--- src/rtl/dphy_ctrl_pkg.sv ---
// Shared types and constants for the D-PHY receive lane sequencer.
//   state_t : 3-bit lane FSM encoding. This is also the value driven on dbg_state.
//   LP11/LP10/LP01/LP00 : single-ended LP line codes, ordered {Dp, Dn}.
package dphy_ctrl_pkg;

  typedef enum logic [2:0] {
    INIT      = 3'd0,
    STOP      = 3'd1,
    HS_RQST   = 3'd2,
    SETTLE    = 3'd3,
    HS_RX     = 3'd4,
    WAIT_STOP = 3'd5,
    ESC       = 3'd6
  } state_t;

  localparam logic [1:0] LP11 = 2'b11;
  localparam logic [1:0] LP10 = 2'b10;
  localparam logic [1:0] LP01 = 2'b01;
  localparam logic [1:0] LP00 = 2'b00;

endpackage

--- src/rtl/dphy_lp_filter.sv ---
// LP line front end: 2-flop synchronizer plus a run-length glitch filter.
// Ports:
//   clk, areset : dphy_clk and asynchronous active-high reset.
//   lp_p, lp_n  : asynchronous LP receiver outputs (Dp, Dn).
//   acc         : accepted LP code {Dp, Dn}. It resets to LP00.
// A code becomes accepted once LP_FILT consecutive synchronized samples agree.
// The pin-to-acc latency is therefore 2 + LP_FILT cycles.
module dphy_lp_filter
  import dphy_ctrl_pkg::*;
#(
  parameter int LP_FILT = 4
) (
  input  logic       clk,
  input  logic       areset,
  input  logic       lp_p,
  input  logic       lp_n,
  output logic [1:0] acc
);

  localparam logic [3:0] FILT = 4'(LP_FILT);

  logic [1:0] sync1;
  logic [1:0] code;
  logic [1:0] last;
  logic [3:0] cnt;
  logic [3:0] cnt_n;

  // Run length of the current synchronized code, including this sample.
  // The count saturates at FILT, so a held code keeps acc stable.
  always_comb begin
    cnt_n = cnt;
    if (code != last) begin
      cnt_n = 4'd1;
    end else if (cnt != FILT) begin
      cnt_n = cnt + 4'd1;
    end
  end

  always_ff @(posedge clk or posedge areset) begin
    if (areset) begin
      sync1 <= LP00;
      code  <= LP00;
      last  <= LP00;
      cnt   <= 4'd0;
      acc   <= LP00;
    end else begin
      sync1 <= {lp_p, lp_n};
      code  <= sync1;
      last  <= code;
      cnt   <= cnt_n;
      if (cnt_n == FILT) begin
        acc <= code;
      end
    end
  end

endmodule

--- src/rtl/dphy_rx_lane_ctrl.sv ---
// D-PHY receive lane sequencer. It walks LP-11 -> LP-01 -> LP-00 into an HS burst,
// drives HS termination, and holds the datapath in reset outside bursts.
// It also flags a missing sync byte and illegal LP transitions.
// Ports:
//   dphy_clk, areset : continuous HS clock; asynchronous active-high reset.
//   lp_p, lp_n       : asynchronous LP receiver levels.
//   cfg_settle       : HS settle length. It is captured on SETTLE entry.
//   sync_seen        : aligner found the sync byte. This is a level input.
//   term_en          : HS termination enable (SETTLE or HS_RX).
//   dp_reset         : datapath reset, low only in HS_RX.
//   wait_sync        : in HS_RX and still hunting for the sync byte.
//   hs_active        : lane in HS_RX.
//   burst_end        : 1-cycle pulse on HS_RX -> STOP.
//   err_sot          : 1-cycle pulse when the sync timeout fires.
//   err_ctrl         : 1-cycle pulse on an illegal LP transition.
//   burst_count      : number of HS_RX entries. It wraps.
//   dbg_state        : current FSM state encoding.
// All outputs are registered from the next-state values, so they change on the same edge as the state.
module dphy_rx_lane_ctrl
  import dphy_ctrl_pkg::*;
#(
  parameter int LP_FILT     = 4,
  parameter int INIT_CYCLES = 64,
  parameter int SYNC_TO     = 32
) (
  input  logic        dphy_clk,
  input  logic        areset,
  input  logic        lp_p,
  input  logic        lp_n,
  input  logic [7:0]  cfg_settle,
  input  logic        sync_seen,
  output logic        term_en,
  output logic        dp_reset,
  output logic        wait_sync,
  output logic        hs_active,
  output logic        burst_end,
  output logic        err_sot,
  output logic        err_ctrl,
  output logic [15:0] burst_count,
  output logic [2:0]  dbg_state
);

  localparam logic [15:0] INIT_LAST = 16'(INIT_CYCLES - 1);
  localparam logic [7:0]  SYNC_LAST = 8'(SYNC_TO - 1);

  logic [1:0]  acc;
  state_t      state;
  state_t      state_n;
  logic [15:0] init_cnt;
  logic [15:0] init_cnt_n;
  logic [7:0]  settle_cnt;
  logic [7:0]  settle_cnt_n;
  logic [7:0]  sync_tmr;
  logic [7:0]  sync_tmr_n;
  logic        sync_found;
  logic        sync_found_n;
  logic        burst_end_n;
  logic        err_sot_n;
  logic        err_ctrl_n;
  logic        burst_inc;

  dphy_lp_filter #(.LP_FILT(LP_FILT)) u_lp_filter (
    .clk    (dphy_clk),
    .areset (areset),
    .lp_p   (lp_p),
    .lp_n   (lp_n),
    .acc    (acc)
  );

  always_comb begin
    state_n      = state;
    init_cnt_n   = 16'd0;  // the counter only accumulates while in INIT
    settle_cnt_n = settle_cnt;
    sync_tmr_n   = sync_tmr;
    sync_found_n = sync_found;
    burst_end_n  = 1'b0;
    err_sot_n    = 1'b0;
    err_ctrl_n   = 1'b0;
    case (state)
      INIT: begin
        if (acc == LP11) begin
          if (init_cnt == INIT_LAST) state_n = STOP;
          else init_cnt_n = init_cnt + 16'd1;
        end
      end
      STOP: begin
        case (acc)
          LP01: state_n = HS_RQST;
          LP10: state_n = ESC;
          LP00: begin
            state_n    = INIT;
            err_ctrl_n = 1'b1;
          end
          default: ;
        endcase
      end
      HS_RQST: begin
        case (acc)
          LP00: begin
            state_n      = SETTLE;
            settle_cnt_n = cfg_settle;
          end
          LP11: state_n = STOP;
          LP10: begin
            state_n    = INIT;
            err_ctrl_n = 1'b1;
          end
          default: ;
        endcase
      end
      SETTLE: begin
        // A return to LP-11 aborts the request even on the expiry cycle.
        if (acc == LP11) begin
          state_n = STOP;
        end else if (settle_cnt == 8'd0) begin
          state_n      = HS_RX;
          sync_tmr_n   = 8'd0;
          sync_found_n = 1'b0;
        end else begin
          settle_cnt_n = settle_cnt - 8'd1;
        end
      end
      HS_RX: begin
        // Priority order: end of burst, then sync found, then timeout.
        if (acc == LP11) begin
          state_n     = STOP;
          burst_end_n = 1'b1;
        end else if (!sync_found) begin
          if (sync_seen) begin
            sync_found_n = 1'b1;
          end else if (sync_tmr == SYNC_LAST) begin
            state_n   = WAIT_STOP;
            err_sot_n = 1'b1;
          end else begin
            sync_tmr_n = sync_tmr + 8'd1;
          end
        end
      end
      WAIT_STOP, ESC: begin
        if (acc == LP11) state_n = STOP;
      end
      default: state_n = INIT;
    endcase
  end

  assign burst_inc = (state == SETTLE) && (state_n == HS_RX);

  always_ff @(posedge dphy_clk or posedge areset) begin
    if (areset) begin
      state       <= INIT;
      init_cnt    <= 16'd0;
      settle_cnt  <= 8'd0;
      sync_tmr    <= 8'd0;
      sync_found  <= 1'b0;
      term_en     <= 1'b0;
      dp_reset    <= 1'b1;
      wait_sync   <= 1'b0;
      hs_active   <= 1'b0;
      burst_end   <= 1'b0;
      err_sot     <= 1'b0;
      err_ctrl    <= 1'b0;
      burst_count <= 16'd0;
      dbg_state   <= 3'd0;
    end else begin
      state       <= state_n;
      init_cnt    <= init_cnt_n;
      settle_cnt  <= settle_cnt_n;
      sync_tmr    <= sync_tmr_n;
      sync_found  <= sync_found_n;
      term_en     <= (state_n == SETTLE) || (state_n == HS_RX);
      dp_reset    <= (state_n != HS_RX);
      hs_active   <= (state_n == HS_RX);
      wait_sync   <= (state_n == HS_RX) && !sync_found_n;
      burst_end   <= burst_end_n;
      err_sot     <= err_sot_n;
      err_ctrl    <= err_ctrl_n;
      dbg_state   <= 3'(state_n);
      if (burst_inc) burst_count <= burst_count + 16'd1;
    end
  end

endmodule

--- config.mk ---
export PLATFORM = sky130hd
export DESIGN_NAME = dphy_rx_lane_ctrl
export DESIGN_NICKNAME = d
export VERILOG_FILES = /design/src/rtl/dphy_ctrl_pkg.sv /design/src/rtl/dphy_lp_filter.sv /design/src/rtl/dphy_rx_lane_ctrl.sv
export SDC_FILE = /design/constraint.sdc
export NUM_CORES = 1
export LEC_CHECK = 0
export CELL_PAD_IN_SITES_DETAIL_PLACEMENT = 0
export CELL_PAD_IN_SITES_GLOBAL_PLACEMENT = 2
export CORE_ASPECT_RATIO = 1.75
export CORE_MARGIN = 2
export CORE_UTILIZATION = 36
export DETAILED_ROUTE_END_ITERATION = 10
export GPL_TIMING_DRIVEN = 0
export PLACE_DENSITY = 0.87
export SLEW_MARGIN = 0
export SYNTH_ARGS = -nofsm -noshare
export SYNTH_HDL_FRONTEND = slang
export SYNTH_SLANG_ARGS = --single-unit
--- constraint.sdc ---
create_clock -name dphy_clk -period 3.1 [get_ports dphy_clk]
set_input_delay 0.93 -clock dphy_clk [delete_from_list [all_inputs] [get_ports dphy_clk]]
set_output_delay 0.93 -clock dphy_clk [all_outputs]
set_load 0.1 [all_outputs]
; Yosys cells after proc, flatten, opt, wreduce, memory -nomap -nowiden
; Index checks and enable logic that the tools add are counted.
[totals]
latchBits = 0
ff_bits = 71
n_memories = 0
out_inout_bits = 26
inputBits = 13
romBits = 0
ram_bits = 0
wordCells = 104
[op_classes]
mul = 0
eq_ne = 25
reduce_logical = 12
n_mux = 44
shifts = 0
add_sub_neg = 5
n_lt_le_gt_ge = 0
div = 0
bitwise_logic = 0
[ops]
columns = operator, n
row1 = 2-to-1 mux 8 bit, 9
row2 = 2-to-1 mux 16 bit, 3
row3 = "adder 16 x 1 -> 16 bit, second input constant", 2
row4 = case mux 8 bit (2 select lines), 2
row5 = 2-to-1 mux 3 bit, 9
row6 = case mux 3 bit (3 select lines), 2
row7 = case mux 3 bit (6 select lines), 1
row8 = "== test 16 x 6 -> 1 bit, second input constant", 1
row9 = 2-to-1 mux 1 bit, 14
row10 = "!= test 2 bit, second input constant", 7
row11 = "== test 3 bit, second input constant", 4
row12 = "== test 3 x 2 -> 1 bit, second input constant", 3
row13 = "adder 8 x 1 -> 8 bit, second input constant", 1
row14 = "== test 8 x 5 -> 1 bit, second input constant", 1
row15 = zero test 8 bit, 1
row16 = 2-to-1 mux 4 bit, 2
row17 = "subtractor 8 x 1 -> 8 bit, second input constant", 1
row18 = AND reduction 7 bit, 1
row19 = "adder 4 x 1 -> 4 bit, second input constant", 1
row20 = "== test 2 bit, second input constant", 2
row21 = "== test 4 x 3 -> 1 bit, second input constant", 1
row22 = "!= test 4 x 3 -> 1 bit, second input constant", 1
row23 = case mux 1 bit (2 select lines), 2
row24 = AND reduction 4 bit, 1
row25 = other kinds (12), 14

; Logic depth before layout (Yosys ltp)
[logic_depth]
ltp_word = 8
depth_mapped = 9
depth_no_buf = 7

; By module
; Synthesis repeated with hierarchy kept, for this count alone.
[hier_totals]
cells_unflattened = 348
area_unflattened_um2 = 3514.6
[by_module_without_submodules]
columns = mod, seq_area_each_um2, cells_each, area_per_inst_um2, n_inst
row1 = dphy_rx_lane_ctrl, 1477.7, 308, 3022.9, 1
row2 = dphy_lp_filter, 300.3, 40, 491.7, 1

; Worst setup path before layout
; OpenSTA, ideal clock, no wires.
[synth_path]
path_kind = reg-to-reg
startpoint = register state[0]
endpoint = register burst_count[9]
synth_period_minus_slack_ns = 2.667
path_stages_with_launch = 7
setup_slack_ns = 0.433
path_buffers = 1
setup_time_ns = 0.159
t_arrival_ns = 2.508
required_time_ns = 2.941
path_cell_list = dfrtp_1 > or4bb_1 > nor3_4 > and3_1 > clkbuf_1 > nand3_1 > xnor2_1
[synth_via]
elab_chain_cells = 7
word_cells_on_any_way = 22
classes_between = eq/ne: 7 / mux: 12 / reduce/logical: 3
[synth_rtl]
columns = item, line
row1 = "start, declared", dphy_rx_lane_ctrl.sv:47  ; state_t state;
row2 = "start signal, assigned", dphy_rx_lane_ctrl.sv:165  ; state <= state_n;
row3 = 2-to-1 mux 3 bit, dphy_rx_lane_ctrl.sv:131  ; end else if (sync_tmr == SYNC_LAST) begin
row4 = 2-to-1 mux 3 bit, dphy_rx_lane_ctrl.sv:129  ; if (sync_seen) begin
row5 = 2-to-1 mux 3 bit, dphy_rx_lane_ctrl.sv:128  ; end else if (!sync_found) begin
row6 = 2-to-1 mux 3 bit, dphy_rx_lane_ctrl.sv:125  ; if (acc == LP11) begin
row7 = case mux 3 bit (6 select lines), dphy_rx_lane_ctrl.sv:79  ; case (state)
row8 = == test 3 bit, dphy_rx_lane_ctrl.sv:146  ; assign burst_inc = (state == SETTLE) && (state_n == HS_RX);
row9 = logical AND 1 bit *, dphy_rx_lane_ctrl.sv:146
row10 = "end signal, assigned", dphy_rx_lane_ctrl.sv:178  ; if (burst_inc) burst_count <= burst_count + 16'd1;
row11 = "end, declared", dphy_rx_lane_ctrl.sv:39  ; output logic [15:0] burst_count,
; Mark *: on every way between the ends. The rest lies on a longest branch, timed or not.
; A chain may end at the register's enable or synchronous reset.

; Final worst setup path
[layout_path]
startpoint = register dp_reset
endpoint = output dp_reset
[layout_lines]
columns = item, line
row1 = "start, declared", dphy_rx_lane_ctrl.sv:33  ; output logic dp_reset,
row2 = "start signal, assigned", dphy_rx_lane_ctrl.sv:171  ; dp_reset <= (state_n != HS_RX);
; No word-level cell between the ends.

==> flow_metrics.py <==
metrics = {
    "clock_tree": {
        "cts_root_buffer": "clkbuf_16",
        "cts.clk_slew.worst_paths_ns": 0.05,
        "insertion_delay_ns": 0.33,
        "cts-hold-fix-buffers": 0,
        "cts_tree": "done",
        "cts_buffers": 9,
        "htreeDepth": 3,
        "cts_max_path_buffers": 2,
        "cts.sinks": 71,
        "cts_setup_buffers": 0,
        "cts_resized": 0,
    },
    "critical_path": {
        "rr_worst_depth": 7,
        "r2r_start": "u_lp_filter.acc[0]$_DFFE_PP0N_",
        "crit_buf_inv": 1,
        "reg2reg_slack_ns": 0.46,
        "crit_chain": "clkdlybuf4s50_1",
        "start_kind": "flip-flop",
        "critPathMaxStageDelay_ns": 1.12,
        "slowest_stage": "clkdlybuf4s50_1",
        "crit_fanout": 1,
        "cp.required_ns": 2.17,
        "endpoint_kind": "primary output",
        "r2r_end": "sync_tmr[2]$_DFFE_PP0P_",
        "cp.arrival_ns": 1.96,
        "cp.depth": 1,
        "cp_top_family": "buffers and inverters",
        "critPathKind": "reg -> out",
    },
    "yosys": {
        "synth_edf_count": 0,
        "synth.avg_cell_area_sq_um": 9.80,
        "syn_area_sq_um": 3470,
        "dominantRegCellSynth": "dfrtp_1",
        "synth_seq_cells": 71,
        "ys_seq_area_frac": 0.512,
        "synth.yosys.warnings": 0,
        "synth.distinct_cells": 47,
        "synthCells": 354,
        "synthArstFlopShare": 1.00,
        "syn_nets": 378,
    },
    "placement": {
        "place_inst": 514,
        "portBuffers": 38,
        "placed_cell_area_sq_um": 4010,
        "post-dp-hpwl_microns": 5340,
        "place.gp.congestion": 0.754,
    },
    "floorplanning": {
        "die_h_microns": 134,
        "dieArea_sq_um": 10500,
        "rows": 47,
        "pin_count": 39,
        "initial_core_util": 0.369,
        "dieWidth_microns": 78.2,
        "core-area_sq_um": 9410,
    },
    "global_route": {
        "grt_pass1_wl_microns": 13200,
        "grt_pass1_vias": 2812,
        "global_route.usage.total": 0.160,
        "grt_start_max_net_pins": 72,
        "grt_overflow": 0,
        "antenna_found_initial": 0,
    },
    "final_layout": {
        "diodes": 0,
        "syn_to_final_growth_pct": 25.4,
        "final_cell_mix": "70 x dfrtp_1, 46 x nor2_1, 38 x clkdlybuf4s50_1",
        "final_common_cell": "dfrtp_1",
        "layout.nets": 427,
        "finish.instance_area_sq_um": 4350,
        "fillers": 936,
        "layout-drive-gt1-share": 0.0760,
        "finalNonFillerCells": 530,
    },
    "power_and_ir_drop": {
        "ir_worst_vdd_mv": 0.254,
        "total_power_uw": 2340,
        "power.density_nw_per_um2": 538,
        "p_leak_uw": 0.00183,
    },
    "timing": {
        "rsz0062_at_grt": "no",
        "fmax_mhz": 346,
        "relSlewSlack": 0.343,
        "fin_skew_ns": 0.00517,
        "fin_crit_ns": 2.89,
        "finalHoldViolations": 0,
        "min_period_over_period": 0.931,
        "finalSetupViolations": 0,
        "tightest_slew_ns": 0.982,
        "slew_viol_final": 0,
    },
    "route": {
        "viasPerCell": 5.15,
        "routed_wl_microns": 7570,
        "vias": 2728,
        "drt-initial-drc-count": 106,
        "post_drt_wl_per_cell_microns": 14.3,
        "drtPass1Iterations": 4,
        "ant_nets": 0,
        "drc": 0,
    },
    "outcome": {
        "status": "finished, final reports clean",
    },
    "flow_run": {
        "max_cap_viol_count": 0,
    },
    "worst_hold_path": {
        "min_from": "u_lp_filter.sync1[1]$_DFF_PP0_",
        "hold_path.class": "reg -> reg",
        "holdPathEnd": "u_lp_filter.code[1]$_DFF_PP0_",
        "hold_depth": 0,
    },
}
-- worst register-to-register path, delay by kind of cell (launching register included) --
family,cells,cell delay [ns]
buf+inv,1,0.21
flops,1,0.43
compound gates,2,0.27
simple gates,3,1.36
fa+ha+maj,1,0.30
-- kinds of logic after synthesis --
logic type,synth area share
flip-flops,0.512
adder cells (fa/ha/maj),0.0397
XOR/XNOR,0.0808
AO/OA/AOI/OAI,0.0919
AND/OR/NAND/NOR,0.234
buffers and inverters,0.0285
multiplexers,0.0126
-- synth_stat cells, drive strengths merged (2+ instances only) --
cell type | number | area share
clkbuf | 7 | 0.0076
and3 | 6 | 0.011
nor2 | 46 | 0.050
xor2 | 11 | 0.028
nand3b | 3 | 0.0065
ha | 11 | 0.040
buf | 4 | 0.0058
nand3 | 21 | 0.030
inv | 14 | 0.015
or4 | 4 | 0.0087
nor4 | 7 | 0.013
or4bb | 2 | 0.0065
nand2b | 2 | 0.0036
nor4b | 2 | 0.0050
nand4 | 5 | 0.0090
a21oi | 20 | 0.030
dfrtp | 70 | 0.50
nor3 | 9 | 0.016
or3 | 13 | 0.025
nor3b | 4 | 0.0087
o31ai | 3 | 0.0065
or4b | 2 | 0.0058
xnor2 | 21 | 0.053
mux2 | 3 | 0.0097
nand2 | 26 | 0.028
o21ai | 22 | 0.032
-- report_power, final --
part	switching (uW)	leakage (uW)	internal (uW)	total [uW]
combinational	94.0	0.000730	69.5	163
clock	393	0.000170	809	1200
sequential	26.4	0.000932	949	976
total	513	0.00183	1830	2340
-- state kept, by name (all words and copies together), names as in the netlist, 2 cells and up --
register and count:
sync_tmr 8, u_lp_filter.acc 2, u_lp_filter.last 2, init_cnt 16
burst_count 16, state 3, settle_cnt 8, u_lp_filter.sync1 2
u_lp_filter.code 2, u_lp_filter.cnt 4
-- layout make-up --
type	count	area (sq um)	share of cell area
inverter	14	55.1	0.0126
clock buffer	11	243	0.0558
multi-input combinational	258	1590	0.366
sequential	71	1780	0.408
clock inverter	5	104	0.0239
timing repair buffer	38	380	0.0874
tap	122	153	0.0351
buffer	11	46.3	0.0106
-- through the flow --
stage	setup slack (ns)	utilization	hold WS, ns	TNS, ns
floorplan	0.375	-	0.331	0
global route	0.172	0.463	0.362	0
detailed placement	0.274	0.426	0.343	0
finish	0.214	0.463	0.355	0
CTS	0.190	0.463	0.356	0
global placement	-0.859	0.426	0.333	-59.87
-- routing by layer --
layer | up-vias | part of all wire | track usage | wire (microns)
li1 | 1336 | - | - | -
met1 | 1348 | 0.41 | 0.177 | 3080
met2 | 33 | 0.55 | 0.292 | 4140
met3 | 11 | 0.024 | 0.0269 | 185
met4 | 0 | 0.023 | 0.0789 | 172
met5 | - | 0 | 0 | 0
-- worst max path at each step --
| stage | to | slack, ns | startpoint |
|---|---|---|---|
| 2_1_floorplan | burst_count[0]$_DFFE_PP0P_ | 0.38 | areset |
| 3_3_place_gp | settle_cnt[2]$_DFFE_PP0P_ | -0.86 | areset |
| 3_5_place_dp | sync_tmr[2]$_DFFE_PP0P_ | 0.27 | sync_seen |
| 4_1_cts | burst_count[2] | 0.19 | burst_count[2]$_DFFE_PP0P_ |
| 5_1_grt | burst_count[2] | 0.17 | burst_count[2]$_DFFE_PP0P_ |
| 6_report | dp_reset | 0.21 | dp_reset$_DFF_PP1_ |
Note: power is estimated with default switching activity, not from simulation.
